`src/rtl/gpu_seq_pkg.sv`:
```
// gpu_seq_pkg: shared state encoding and frame/instruction constants for the fetch sequencer
package gpu_seq_pkg;
  typedef enum logic [1:0] {IDLE, PROLOGUE, BODY, DONE} seq_state_t;
  localparam int IMG_W = 640;
  localparam int IMG_H = 480;
  localparam int DEF_PROLOGUE_LEN = 4;
  localparam int DEF_N_BODY = 18;
  localparam int INSTR_BYTES = 4;
endpackage

```
`src/rtl/seq_wrap_counter.sv`:
```
// seq_wrap_counter: counts 0..MAX with enable, wraps to 0 after MAX, clear overrides enable
module seq_wrap_counter #(
  parameter int W = 8,
  parameter int MAX = 255
) (
  input  logic         clk,
  input  logic         rst,
  input  logic         en,
  input  logic         clr,
  output logic [W-1:0] count,
  output logic         tc
);
  assign tc = count == W'(MAX);
  always_ff @(posedge clk)
    if (rst || clr) count <= '0;
    else if (en) count <= tc ? '0 : count + 1'b1;
endmodule

```
`src/rtl/kernel_fetch_seq.sv`:
```
// kernel_fetch_seq: emits prologue PCs once, then replays the kernel body once per pixel
module kernel_fetch_seq
  import gpu_seq_pkg::*;
#(
  parameter int N_BODY = DEF_N_BODY,
  parameter int PROLOGUE_LEN = DEF_PROLOGUE_LEN,
  parameter int NUM_PIXELS = IMG_W * IMG_H,
  parameter int PIX_W = 19
) (
  input  logic             clk,
  input  logic             reset,
  input  logic             start,
  input  logic             stall,
  output logic [31:0]      PC,
  output logic             pc_valid,
  output logic [PIX_W-1:0] pixel_idx,
  output logic             pixel_start,
  output logic             busy,
  output logic             done
);
  localparam int OW = N_BODY > 1 ? $clog2(N_BODY) : 1;
  localparam logic [31:0] STEP = 32'(INSTR_BYTES);
  localparam logic [31:0] BASE = 32'(PROLOGUE_LEN * INSTR_BYTES);
  localparam logic [31:0] PRO_LAST = BASE - STEP;
  seq_state_t state, state_nx;
  logic [31:0] pc_nx;
  logic [OW-1:0] off;
  logic ps_nx, run, go, pro_end, off_tc, pix_tc;
  assign run = !stall;
  assign go = run && start && (state == IDLE || state == DONE);
  assign pro_end = state == PROLOGUE && PC == PRO_LAST;
  assign pc_valid = state == PROLOGUE || state == BODY;
  assign busy = pc_valid;
  assign done = state == DONE;
  // body PC is rebuilt from the offset counter, so the last fetch holds L on entry to DONE
  always_comb begin
    state_nx = state;
    pc_nx = PC;
    ps_nx = pixel_start;
    if (go) begin
      state_nx = PROLOGUE;
      pc_nx = '0;
      ps_nx = 1'b0;
    end else if (run && state == PROLOGUE) begin
      state_nx = pro_end ? BODY : PROLOGUE;
      pc_nx = PC + STEP;
      ps_nx = pro_end;
    end else if (run && state == BODY) begin
      state_nx = off_tc && pix_tc ? DONE : BODY;
      pc_nx = !off_tc ? BASE + (32'(off) + 32'd1) * STEP : pix_tc ? PC : BASE;
      ps_nx = off_tc && !pix_tc;
    end
  end
  always_ff @(posedge clk)
    if (!reset) begin
      state <= IDLE;
      PC <= '0;
      pixel_start <= 1'b0;
    end else begin
      state <= state_nx;
      PC <= pc_nx;
      pixel_start <= ps_nx;
    end
  seq_wrap_counter #(.W(OW), .MAX(N_BODY - 1)) u_off (
    .clk(clk), .rst(!reset), .en(run && state == BODY), .clr(run && state == PROLOGUE),
    .count(off), .tc(off_tc)
  );
  seq_wrap_counter #(.W(PIX_W), .MAX(NUM_PIXELS - 1)) u_pix (
    .clk(clk), .rst(!reset), .en(run && state == BODY && off_tc && !pix_tc), .clr(go),
    .count(pixel_idx), .tc(pix_tc)
  );
endmodule

```
`config.mk`:
```
export PLATFORM = sky130hd
export DESIGN_NAME = kernel_fetch_seq
export DESIGN_NICKNAME = d
export VERILOG_FILES = /design/src/rtl/gpu_seq_pkg.sv /design/src/rtl/seq_wrap_counter.sv /design/src/rtl/kernel_fetch_seq.sv
export SDC_FILE = /design/constraint.sdc
export NUM_CORES = 1
export LEC_CHECK = 0
export BUFFER_PORTS_ARGS = -buffer_cell sky130_fd_sc_hd__clkbuf_2
export CORE_UTILIZATION = 60
export DETAILED_ROUTE_END_ITERATION = 12
export HOLD_SLACK_MARGIN = 0.06
export PLACE_DENSITY_LB_ADDON = 0.15
export SYNTH_ARGS = -nofsm -noshare
export SYNTH_HDL_FRONTEND = slang
export SYNTH_SLANG_ARGS = --single-unit
```
`constraint.sdc`:
```
create_clock -name clk -period 3.4 [get_ports clk]
set_input_delay 0.68 -clock clk [delete_from_list [all_inputs] [get_ports clk]]
set_output_delay 0.68 -clock clk [all_outputs]
set_load 0.02 [all_outputs]
```
**Word-level counts from Yosys, hierarchy flattened**

Cells that the tools add are included.

- Flip-flop bits (word level): 59
- Output and inout bits: 55
- Logic and storage cells: 53

- $add $sub $neg: 5
- Eq/ne operators: 7
- Multiplexer cells: 13
- Bitwise operators: 1
- Reductions and logical operators: 21

Operator list:

| operator | number |
|---|---|
| 32-bit 2-to-1 mux | 4 |
| 32-bit by 3-bit adder with 32-bit output, second input constant | 1 |
| 32-bit by 4-bit == test with 1-bit output, second input constant | 1 |
| 19-bit by 1-bit adder with 19-bit output, second input constant | 1 |
| 19-bit == test, second input constant | 1 |
| 19-bit 2-to-1 mux | 1 |
| 5-bit by 8-bit adder with 9-bit output, first input constant | 1 |
| 1-bit logical AND | 9 |
| 5-bit by 1-bit adder with 6-bit output, second input constant | 1 |
| 2-bit 2-to-1 mux | 3 |
| 5-bit by 1-bit adder with 5-bit output, second input constant | 1 |
| 5-bit == test, second input constant | 1 |
| 5-bit 2-to-1 mux | 1 |
| 2-bit == test, second input constant | 2 |
| 1-bit logical OR | 4 |
| 1-bit 2-to-1 mux | 4 |
| 1-bit logical NOT | 3 |
| 3-bit by 2-bit != test with 1-bit output, second input constant | 1 |
| 3-bit nonzero test | 1 |
| 2-bit by 1-bit == test with 1-bit output, second input constant | 1 |
| 2-bit logical NOT | 1 |
| 2-bit AND reduction | 1 |
| 2-bit nonzero test | 1 |
| 2-bit OR reduction | 1 |
| 1-bit inverter | 1 |

**Longest topological paths before layout**

- Depth in word-level cells: 6
- Mapped depth: 9

**Hierarchy**

Synthesis repeated with hierarchy kept, for this count alone.

- Cell total of the unflattened synthesis: 375
- Area total of the unflattened synthesis: 3106.7 µm²

Modules (own cells, without submodules):

| module | instances | cells an instance | area an instance (µm²) | seq. area each (µm²) |
|---|---|---|---|---|
| kernel_fetch_seq | 1 | 238 | 1898.1 | 660.6 |
| seq_wrap_counter at u_pix | 1 | 108 | 942.2 | 380.4 |
| seq_wrap_counter at u_off | 1 | 29 | 266.5 | 100.1 |

**Worst setup path after synthesis**

Ideal clock, no wire load.

- Path type: register -> register
- From: register u_pix.count[0]
- To: register u_pix.count[18]
- Arrival time: 2.122 ns
- Data required time: 3.272 ns
- Path slack: 1.151 ns
- Cell stages (with the launch flop): 8
- Path buffers: 1
- Period minus slack after synthesis: 2.249 ns
- Cell sequence: dfxtp_1 ha_1 nand3_1 or4_1 clkbuf_2 or4_1 xor2_1 nor2_1

- Word-level cells in the longest chain between the ends: 3

RTL lines:

| item | line | source |
|---|---|---|
| start, declared | seq_wrap_counter.sv:10 | `output logic [W-1:0] count,` |
| start signal, assigned | seq_wrap_counter.sv:16 | `else if (en) count <= tc ? '0 : count + 1'b1;` |
| parallel branches: the longest is 3 deep, another holds 19-bit by 1-bit adder with 19-bit output | - |  |

Several ways; the timed one is not identified.
A chain may end at the register's enable or synchronous reset.

**Final worst setup path**

- From: register u_pix.count[0]
- To: register PC[24]

- Word-level cells in the longest chain between the ends: 3

RTL lines:

| item | line | source |
|---|---|---|
| 19-bit == test | seq_wrap_counter.sv:13 | `assign tc = count == W'(MAX);` |
| 3-bit by 2-bit != test with 1-bit output (no source line) | - |  |
| 2-bit AND reduction (no source line) | - |  |
| end signal, assigned | kernel_fetch_seq.sv:61 | `PC <= pc_nx;` |
| end, declared | kernel_fetch_seq.sv:14 | `output logic [31:0] PC,` |

Every way passes these cells.

==> metrics.json <==
{
  "place": {
    "port_buffers": 56,
    "hpwlAfterDp_um": 5810,
    "gpl.final_weighted_congestion": 0.863,
    "numPlacedInstances": 514
  },
  "status": {
    "status": "complete, no violations"
  },
  "logic_synthesis": {
    "syn-mean-instance-area_um2": 7.94,
    "yosys-top-cells-area": "dfxtp_1 35%, a21oi_1 5.2%, nor2_1 4.4%",
    "synthCells": 411,
    "dominantRegCellSynth": "dfxtp_1",
    "synth_sequential_area_ratio": 0.350,
    "number_of_enable_type_register_cells_in_the_synthesized_netlist": 0,
    "synthDominantAreaCellType": "dfxtp_1",
    "synth.lib_cells_used.distinct": 53,
    "synth.top_cell.area_share": 0.350,
    "ys_async_sr_fraction": 0,
    "ys_ff_latch": 57,
    "post_syn_area_um2": 3260,
    "yosysWarningCount": 0
  },
  "setup_path": {
    "cp-startpoint": "u_pix.count[0]$_SDFFE_PP0P_",
    "crit_path_start_kind": "flip-flop",
    "critical_path_required_ps": 3650,
    "crit_arrival_ps": 2770,
    "class_of_the_most_critical_setup_path": "flip-flop to flip-flop",
    "path_cells": "ha_1, nand3_1, nor4_1, buf_4, a31o_2, nor2_1, a211oi_1",
    "critical-path-slowest-cell": "nor4_1",
    "r2r-start": "u_pix.count[0]$_SDFFE_PP0P_",
    "critical-path-max-stage-delay_ps": 530,
    "timing.critical_path.max_delay_family": "simple AND/OR/NAND/NOR gates",
    "worstReg2RegEnd": "PC[24]$_SDFFE_PP0P_",
    "timing.critical_path.fanout_max": 20,
    "end_point_of_the_critical_path": "PC[24]$_SDFFE_PP0P_",
    "setup.worst_path.end_class": "flip-flop",
    "worstRegToRegCells": 7,
    "reg2reg_setup_slack_ps": 880,
    "timing.critical_path.buf_inv": 1,
    "crit_cells": 7
  },
  "clock_network": {
    "clock_sink_count": 57,
    "clk_pin_slew_ps": 70,
    "clk_latency_ps": 350,
    "clk_root_buffer_cell": "clkbuf_8",
    "tritoncts_clock_tree": "done",
    "cts_setup_buffers": 0,
    "cts.path.max_buffers": 2,
    "resized_gates_after_cts": 0,
    "cts-hold-fix-buffers": 0,
    "numCtsBuffers": 9,
    "cts_max_level": 3
  },
  "grt": {
    "grt_use_met1": 0.428,
    "grt_use_met3": 0.0622,
    "largest_net_degree_at_the_start_of_global_routing": 22,
    "grt_overflow": 0,
    "grt_antenna_before_repair": 0,
    "grt_busiest_layer": "met2",
    "grt_pass1_wl_um": 13600,
    "global_route.usage.met2": 0.473,
    "vias_in_the_first_global_route": 2914,
    "global_route.usage.total": 0.314
  },
  "sta": {
    "min_period_over_period": 0.742,
    "timing_worst_slew_pin_value_ps": 844,
    "setup_viol_count_final": 0,
    "final-max-slew-violation-count": 0,
    "fin_crit_ps": 2520,
    "setup_repair_after_global_routing_missed_its_margin": "no",
    "hold_violations": 0,
    "fmax_ghz": 0.396,
    "maxSlewHeadroom": 0.435,
    "tns_ps": 0,
    "holdWs_ps": 485,
    "worst_clock_skew_ps": 4.22
  },
  "finish": {
    "area_grow_syn2layout_pct": 16.2,
    "antenna-diode-count": 0,
    "fin_nets": 467,
    "proportion_of_layout_cells_with_a_drive_suffix_above_1": 0.191,
    "final_cells": 530,
    "finish.utilization": 0.733
  },
  "die": {
    "row_count": 26,
    "boundary_pins": 59,
    "floorplan.initialDensity": 0.631,
    "core_area_um2": 5170,
    "die_x_extent_um": 75.8,
    "die-area_um2": 5740,
    "die_y_um": 75.8
  },
  "flow_run": {
    "maxCapViolations": 0
  },
  "pwr": {
    "peakVddDrop_mv": 0.396,
    "total_leakage_power_uw": 0.00144,
    "power.density_cell_area_nw_per_um2": 424,
    "design_power_total_uw": 1610
  },
  "route": {
    "vias_per_cell": 6.47,
    "post_drt_wl_per_cell_um": 16.2,
    "detail_route.iter0.violations": 342,
    "drt-total-wl_um": 8600,
    "route.antenna.remaining_nets": 0,
    "drt-pass1-iter-count": 5,
    "remaining_drc_errors": 0,
    "vias": 3429
  },
  "min_path": {
    "hold_start": "pixel_start$_SDFFE_PP0P_",
    "min-delay-path-class": "flip-flop to flip-flop"
  }
}
==> logic make-up (layout without fill, tap and decap cells) <==
logic type      count (synthesis)  in the layout  share of synthesized area
simple gates                  173            173                      0.286
compound gates                106            106                      0.212
buf+inv                        41             89                     0.0521
fa+ha+maj                       8              8                     0.0307
flops                          57             57                      0.350
xor+xnor                       21             21                     0.0563
mux                             4              4                     0.0123
other cells                     1              2                    0.00115
==> Yosys cell counts (all sizes together), types with 8 or more instances <==
master,number
a21oi,34
a31oi,9
and4,8
clkbuf,26
dfxtp,57
ha,8
inv,8
nand2,35
nand3,17
nand4,16
nor2,38
nor3,11
nor4,11
o21ai,19
xnor2,11
xor2,10
==> worst min-delay path by stage <==
stage,end,cells after the start
floorplan,u_off.count[1]$_SDFFE_PP0P_,2
global placement,pixel_start$_SDFFE_PP0P_,2
detailed placement,pixel_start$_SDFFE_PP0P_,2
CTS,pixel_start$_SDFFE_PP0P_,2
global route,pixel_start$_SDFFE_PP0P_,2
finish,pixel_start$_SDFFE_PP0P_,2
==> through the flow <==
stage	worst slack, ps	instance area, um^2
6_report	877	3790
3_5_place_dp	903	3560
4_1_cts	894	3790
2_1_floorplan	1150	3270
3_3_place_gp	980	3560
5_1_grt	696	3790
==> worst register-to-register path, delay by kind of cell (launching register included) <==
kind,cells,cell delay [ps]
AND/OR/NAND/NOR,3,830
AO/OA/AOI/OAI,2,690
flip-flops,1,430
buffers and inverters,1,270
adder cells (fa/ha/maj),1,200
==> metal layers <==
layer | part of all wire | wire [um]
met1 | 0.44 | 3820
met2 | 0.46 | 3950
met3 | 0.078 | 669
met4 | 0.018 | 153
met5 | 0 | 0
==> power by group <==
group | leakage (uW) | total (uW) | internal (uW) | switching, uW
Sequential | 0.000459 | 688 | 677 | 11.8
Clock | 0.000115 | 740 | 450 | 290
Combinational | 0.000869 | 179 | 51.4 | 128
Total | 0.00144 | 1610 | 1180 | 430
==> layout by cell type (no fill, tap or decap), types with 7 or more instances in the layout <==
cell type / count
and4_1: 8
xor2_1: 10
clkbuf_2: 56
or3_1: 7
ha_1: 8
nand4_1: 15
nor4_1: 10
nor3_1: 11
xnor2_1: 11
a31oi_1: 9
nor2_1: 38
or4_1: 7
a21oi_1: 34
o21ai_0: 19
clkbuf_8: 11
nand2_1: 35
buf_4: 9
nand3_1: 17
dfxtp_1: 57
inv_1: 8
==> registers in the layout, summed over array words and instances (netlist names) <==
name,cells
u_off.count,5
PC,30
state,2
u_pix.count,19
pixel_start,1
==> final cells by class <==
cell class | instances | area [um^2]
clock buffers | 11 | 151
clock inverters | 5 | 77.6
fillers | 412 | 1380
inverters | 8 | 30.0
multi-input cells | 314 | 1960
flip-flops and latches | 57 | 1140
well taps | 70 | 87.6
repair buffers | 65 | 348
Power figures use the tool's default switching activity.
